### src/rtl/skewed_chunk_adder.sv
// ---------------------------------------------------------------------------
// skewed_chunk_adder
//
// Pipelined WIDTH-bit adder for diagonally skewed operands. The operands are
// split into CHUNK-bit chunks, and chunk i arrives i cycles after chunk 0
// (LSB chunk first). Each chunk is added combinationally with the carry that
// was registered from the previous chunk one cycle earlier, so the critical
// path is a single CHUNK-bit add. The block adds no latency of its own: out
// chunk i carries the same skew as in1/in2 chunk i, and out[WIDTH] is timed
// with the last chunk.
//
// Ports
//   clk  in   1        rising-edge clock
//   rst  in   1        asynchronous active-high reset, clears the carry flops
//   en   in   1        carry registers advance only while en=1
//   in1  in   WIDTH    skewed operand A
//   in2  in   WIDTH    skewed operand B (same skew as in1)
//   out  out  WIDTH+1  skewed sum, out[WIDTH] = final carry-out
// ---------------------------------------------------------------------------
module skewed_chunk_adder #(
    parameter int unsigned WIDTH = 8,
    parameter int unsigned CHUNK = 3
) (
    input  logic             clk,
    input  logic             rst,
    input  logic             en,
    input  logic [WIDTH-1:0] in1,
    input  logic [WIDTH-1:0] in2,
    output logic [WIDTH:0]   out
);

    localparam int unsigned N = (WIDTH + CHUNK - 1) / CHUNK;

    // Carry-in and carry-out of every chunk.
    logic [N-1:0] cin;
    logic [N-1:0] co;

    for (genvar g = 0; g < N; g++) begin : g_chunk
        localparam int unsigned LO = g * CHUNK;
        localparam int unsigned HI = (LO + CHUNK > WIDTH) ? WIDTH : LO + CHUNK;
        localparam int unsigned CW = HI - LO;

        logic [CW:0] sum;

        always_comb begin
            sum = {1'b0, in1[HI-1:LO]} + {1'b0, in2[HI-1:LO]} + {{CW{1'b0}}, cin[g]};
        end

        assign out[HI-1:LO] = sum[CW-1:0];
        assign co[g]        = sum[CW];
    end

    // The carry out of the last chunk is the result MSB; it is never stored.
    assign out[WIDTH] = co[N-1];

    if (N > 1) begin : g_carry
        logic [N-2:0] carry_q;
        logic [N-2:0] carry_d;

        always_comb begin
            carry_d = co[N-2:0];
        end

        always_ff @(posedge clk or posedge rst) begin
            if (rst) begin
                carry_q <= '0;
            end else if (en) begin
                carry_q <= carry_d;
            end
        end

        // Chunk 0 never has a carry-in; chunk i takes the carry chunk i-1
        // produced one cycle ago, which matches the one-cycle operand skew.
        assign cin = {carry_q, 1'b0};
    end else begin : g_nocarry
        assign cin = 1'b0;
    end

endmodule

### config.mk
export PLATFORM = sky130hd
export DESIGN_NAME = skewed_chunk_adder
export DESIGN_NICKNAME = d
export VERILOG_FILES = /design/src/rtl/skewed_chunk_adder.sv
export SDC_FILE = /design/constraint.sdc
export NUM_CORES = 1
export LEC_CHECK = 0
export ABC_AREA = 1
export CORE_AREA = 4 4 41 43
export CTS_BUF_LIST = sky130_fd_sc_hd__clkbuf_8
export DETAILED_ROUTE_END_ITERATION = 8
export DIE_AREA = 0 0 45 47
export GPL_ROUTABILITY_DRIVEN = 1
export PLACE_DENSITY = 0.71
export SLEW_MARGIN = 20
export SYNTH_ARGS = -nofsm -noshare
export SYNTH_HDL_FRONTEND = slang
export SYNTH_SLANG_ARGS = --single-unit
### constraint.sdc
create_clock -name clk -period 1.96 [get_ports clk]
set_input_delay 0.294 -clock clk [delete_from_list [all_inputs] [get_ports clk]]
set_output_delay 0.294 -clock clk [all_outputs]
set_load 0.02 [all_outputs]
# Word level (Yosys, flattened, before mapping)
# Index checks and enable logic that the tools add are counted.
# op_classes
add_sub_neg	5
# ops
operator	count
adder 3 x 3 -> 4 bit	2
adder 4 x 1 -> 4 bit	1
adder 2 x 2 -> 3 bit	1
adder 3 x 1 -> 3 bit	1
# totals
reg_bits	2
in_bits	19
output_inout_bits	9
word_cells	6

# Logic depth before layout (Yosys ltp)
# Gate-level depths: netlist of run 1.
# logic_depth
ltp_word	2
mapped_depth	7
ltp_nobuf	7

# Worst setup path after synthesis of run 1
# No wires, ideal clock.
# synth_timing
kind	input port to output port
from	input in1[3]
to	output out[5]
arrival_time_ns	1.437
t_required_ns	1.666
path_slack_ns	0.229
path_stages	5
n_path_buf	1
cell_sequence	inv_1 -> fa_1 -> fa_1 -> xnor2_1 -> buf_4
# synth_between
elab_chain_len	2
# synth_lines
element	line	source
start, declared	27	input logic [WIDTH-1:0] in1,
adder 3 x 3 -> 4 bit	46	sum = {1'b0, in1[HI-1:LO]} + {1'b0, in2[HI-1:LO]} + {{CW{1'b0}}, cin[g]};
adder 4 x 1 -> 4 bit	46	
end, declared	29	output logic [WIDTH:0] out
# Every way passes these cells.

# Worst setup path after layout of run 1
# layout_timing
from	register g_carry.carry_q[0]
to	output out[4]
# layout_between
elab_chain_len	1
# layout_lines
element	line	source
start, declared	57	logic [N-2:0] carry_q;
start signal, assigned	68	carry_q <= carry_d;
adder 4 x 1 -> 4 bit	46	
# Every way passes these cells.

==> metrics.txt, run 1 <==
Req. time, crit path=1.67 ns; Layout Nets=117; Clock Sinks=2; critical path type=flip-flop to primary output; Hold WS=0.237 ns; port bufs=27; clock skew=0.000997 ns; syn avg cell area=7.55 sq um; Root Buffer=clkbuf_8; worst path bufs/invs=3; layout cells sized above 1=33.7%; cell breakdown of the critical path=inv_2 > fa_2 > fa_2 > inv_2 > buf_6; # Max-Cap Violations=0; clock-pin slew on the worst setup and hold paths=0.03 ns; RSZ-0062 raised after global routing=true; Reg area=50.0 sq um; DRT Wirelength=994 microns; die extent in x=45 microns; max reg flops=2; Syn Std Cell Area=408 sq um; dpl cells=95; total negative setup slack=0 ns; wire per inst=9.84 microns; Syn Nets=83; CP max stage delay=0.55 ns; clk_lat worst skew=0.21 ns; biggest regs=g_carry.carry_q: 2 flops; Least-Margin Pin Slew=0.221 ns; Final setup violation count=0; first-pass GRT wire length=1570 microns; clock buffer depth=2; slowest CP cell=fa_2; TritonCTS Buffers=3; commonest cells after routing, fill and taps aside=16 x inv_1, 13 x clkdlybuf4s50_1, 10 x buf_4; Hold-fix buffers, CTS=0; Placed Area=689 sq um; Die H=47 microns; Routability Congestion=0.698; pwr/cell area=601 nW/um^2; initial DRC count=3; GRT Total Usage=10.8%; Top reg by flops=g_carry.carry_q; status=finished, final reports clean; initial antenna violation count=0; Routed Antenna Nets=0; post-synthesis instance total=54; Cell Rows=13; Worst R2R Start=g_carry.carry_q[0]; 1st-pass router iterations=4; worst hold-check path type=input port to async pin; final hold violations=0; crit path max fanout=2; element type at the critical path end=primary output; Gate power share=53.4%; Multi-input gate area=250 sq um; relative slew slack=85.2%; fin area=764 sq um; Synthesis Warnings=0; CP top delay family=adder cells; Seq pwr share=11.0%; Final period util=99.5%; setup ws final=0.0103 ns; Fill cells=133; most common cell after layout, fill and taps aside=inv_1; min Tclk post-route=1.95 ns; non-filler instance count after layout=101; post-DP HPWL=825 microns; n_diodes=0; DRC viols=0; Pint=0.308 mW; Net Sw Frac=32.9%; IO Pins=28; sw power=0.151 mW; final design utilization=58.8%; crit path DAT=1.66 ns; Clk pwr share=35.6%; H-tree depth reported by CTS=1; startpoint types=flip-flop; Max IR drop VDD=0.000296 V; Area growth syn-to-layout=87.4%; aggregate global routing overflow=0; pre-CTS WS=-0.767 ns; Critical Path Start=g_carry.carry_q[0]; Cell variety after synth=9; sequential fraction of the synthesis area=12.3%; CTS tree=done; register bit total from synthesis=2; FMAX=0.513 GHz; largest net degree at the start of global routing=4; Lkg Pwr=0.444 nW; Core Footprint=1300 sq um; total chip power=0.459 mW; Vias/cell=3.98; Die ar.=2120 sq um; routed vias=402; vias in the first global route=438; fin. max-slew vios=0; Starting Density=31.3%
==> power groups by stage <==
stage	Combinational (mW)	Sequential, mW	Clock (mW)
after global routing	0.272	0.0510	0.168
final	0.245	0.0507	0.163
after floorplan	0.141	0.0492	0
after CTS	0.232	0.0505	0.168
after global placement	0.233	0.0499	0
after detailed placement	0.238	0.0499	0
==> worst register-to-register path: cells and delay by family (launching register included) <==
kind,cells,cell delay (ns)
AND/OR/NAND/NOR,4,0.21
flip-flops,1,0.35
adder cells (fa/ha/maj),1,0.35
buffers and inverters,3,0.22
==> final cells by class <==
| type | instances | area share, % |
|---|---|---|
| multi-input cells | 24 | 32.7 |
| clock buffers | 3 | 5.40 |
| flip-flops and latches | 2 | 6.55 |
| inverters | 22 | 10.8 |
| well taps | 15 | 2.45 |
| repair buffers | 35 | 42.1 |
==> worst paths after layout <==
kind                                           end  slack [ns]  cells past startpoint
worst max-delay path                        out[4]        0.01                      5
worst min-delay path            g_carry.carry_q[1]        0.24                      2
worst max register to register  g_carry.carry_q[1]        0.75                      8
worst min register to register  g_carry.carry_q[1]        0.59                      3
max in group asynchronous       g_carry.carry_q[0]        1.61                      2
min in group clk                g_carry.carry_q[1]        0.59                      3
==> metal layers <==
metal	vias up	GRT usage (%)	part of all wire [%]
met5	-	0	0
met4	0	12.3	3.6
met3	4	1.92	8.5
met2	18	20.6	59
met1	173	8.51	29
li1	207	-	-
==> cell usage after synthesis <==
cell type	n	area share [%]
buf_4	6	11
ha_1	5	15
nand2_1	8	7.4
a21oi_1	2	2.5
dfrtp_1	2	12
inv_1	22	20
xnor2_1	2	4.3
fa_1	5	25
nand3_1	2	2.5
==> cell families (layout without fill, tap and decap cells) <==
| kind of cell | after synthesis | after routing | share of synthesized area [%] |
|---|---|---|---|
| DFF | 2 | 2 | 12.3 |
| AOI/OAI and AO/OA | 2 | 2 | 2.45 |
| and+or+nand+nor | 10 | 10 | 9.82 |
| buffers and inverters | 28 | 60 | 31.3 |
| adders and majority gates | 10 | 10 | 39.9 |
| xor gates and xnor gates | 2 | 2 | 4.30 |
==> what timing repair did <==
action | in CTS | in global routing
resized for setup | 45 | 9
setup endpoints to repair | 8 | 5
buffers inserted | 1 | 2
pin swaps | 4 | 7
Note: power is estimated with default switching activity, not from simulation.
==> inputs of run 2 (changes only) <==
Settings changed: ABC_CLOCK_PERIOD_IN_PS set to 1960.
==> results of run 2 <==
No change in the layout: final DEF, timing and power equal those of run 1.
==> variant, RTL diff (flow settings as in run 1) <==
The parameter `CHUNK` goes from 3 to 6.
--- a/src/rtl/skewed_chunk_adder.sv
+++ b/src/rtl/skewed_chunk_adder.sv
@@ -19,7 +19,7 @@
 // ---------------------------------------------------------------------------
 module skewed_chunk_adder #(
     parameter int unsigned WIDTH = 8,
-    parameter int unsigned CHUNK = 3
+    parameter int unsigned CHUNK = 6
 ) (
     input  logic             clk,
     input  logic             rst,
Formal check against the unedited RTL: not equivalent (a bounded check fails within 4 cycles, from zero or initial values and one cycle with rst high).
==> variant against run 1 <==
  * Total power shrank 35%
  * Final cell count increased by 9.9%
  * Die area is the same
  * Final area is 0.16% higher
  * Hold slack gained 0.21 ns
  * Sequential cell count shrank 1
  * Wire length increased by 17%
  * Setup slack gained 0.054 ns
  * Area after synthesis down 2.8%
  * Critical path depth increased by 5
  * Largest power group unchanged
  * Highest routed layer unchanged
==> variant: results (changes against run 1) <==
Placed Instances=105 (+11%); Worst-path clk slew=0 ns (-0.03 ns); Mapped Avg Cell Area=6.611 µm² (-12%); dpl ws=-0.6889 ns (+0.07771 ns); status=complete, no violations; reg2reg start=g_carry.carry_q; placed inst area=708.2 µm² (+2.7%); Layout Nets=126 (+7.7%); FF-to-FF End=g_carry.carry_q; Switching Fraction=42.98% (+10 points); post-CTS sizing=44 (-2.2%); global placement routability congestion=0.7095 (+1.6%); global-route wire length before repair=1.621 mm (+3.5%); largest cells by area after synthesis=ha_1 (19%), inv_1 (18%), fa_1 (15%), buf_4 (11%), nand2_1 (11%); fraction of layout cells with a size suffix above 1=33.33% (-0.39 points); kind of cell adding the most delay to the critical path=buffers and inverters; Routed WL=1.160 mm (+17%); post-synthesis sequential area ratio=6.309% (-6.0 points); most instantiated cells after synthesis=inv_1 (19), nand2_1 (12), buf_4 (6), ha_1 (6); DR vias/cell=4.063 (+2.1%); adder-cell share of the synthesized area=34.07% (-5.8 points); clock latency on the worst-skew pair=0 ns (-0.21 ns); worst setup path startpoint=in1[3]; GR Layer Usage met3=0.3831% (-1.5 points); worst stage delay on the critical path=0.50 ns (-0.05 ns); WL met3=34 µm (-60%); CP max FO=3 (+1); overall routing resource usage=9.818% (-0.97 points); complex-gate fraction of the synthesized area=4.101% (+1.6 points); worst reg2reg path depth=3 (-5); M1 wire length=377 µm (+30%); relative slew slack=85.88% (+0.66 points); setup bufs post-CTS=3 (+2); slowest cell on the critical path=clkdlybuf4s50_1; vias in the first global route=428 (-2.3%); fillers=117 (-12%); CP endpoint=out[5]; worst vdd ir=170.6 µV (-42%); Iteration-0 DRC Markers=10 (+7); Hold Slack=0.4426 ns (+0.2055 ns); largest registers=g_carry.carry_q x1; total power=300.1 µW (-35%); via count=451 (+12%)
-- variant: cell count changes after synthesis, sizes merged --
| cell | delta |
|---|---|
| dfrtp | -1 |
| fa | -2 |
| ha | +1 |
| inv | -3 |
| nand2 | +4 |
| nand3 | +1 |
| nor2 | +3 |
| o22ai | +1 |
| or2 | +1 |
| xnor2 | +1 |
-- variant: power by group through the flow --
stage | sequential [mW] | clock, mW | combinational, mW
6_report | 0.0255 | 0 | 0.275
5_1_grt | 0.0262 | 0 | 0.301
4_1_cts | 0.0255 | 0 | 0.260
3_5_place_dp | 0.0255 | 0 | 0.266
3_3_place_gp | 0.0256 | 0 | 0.260
2_1_floorplan | 0.0253 | 0 | 0.152
-- variant: layout make-up --
cell class	instances	area, µm²	share of cell area, %
Timing Repair Buffer	42	362.8	47.39
Multi-Input combinational cell	34	287.8	37.58
Inverter	19	71.32	9.314
Sequential cell	1	25.02	3.268
Tap cell	15	18.77	2.451
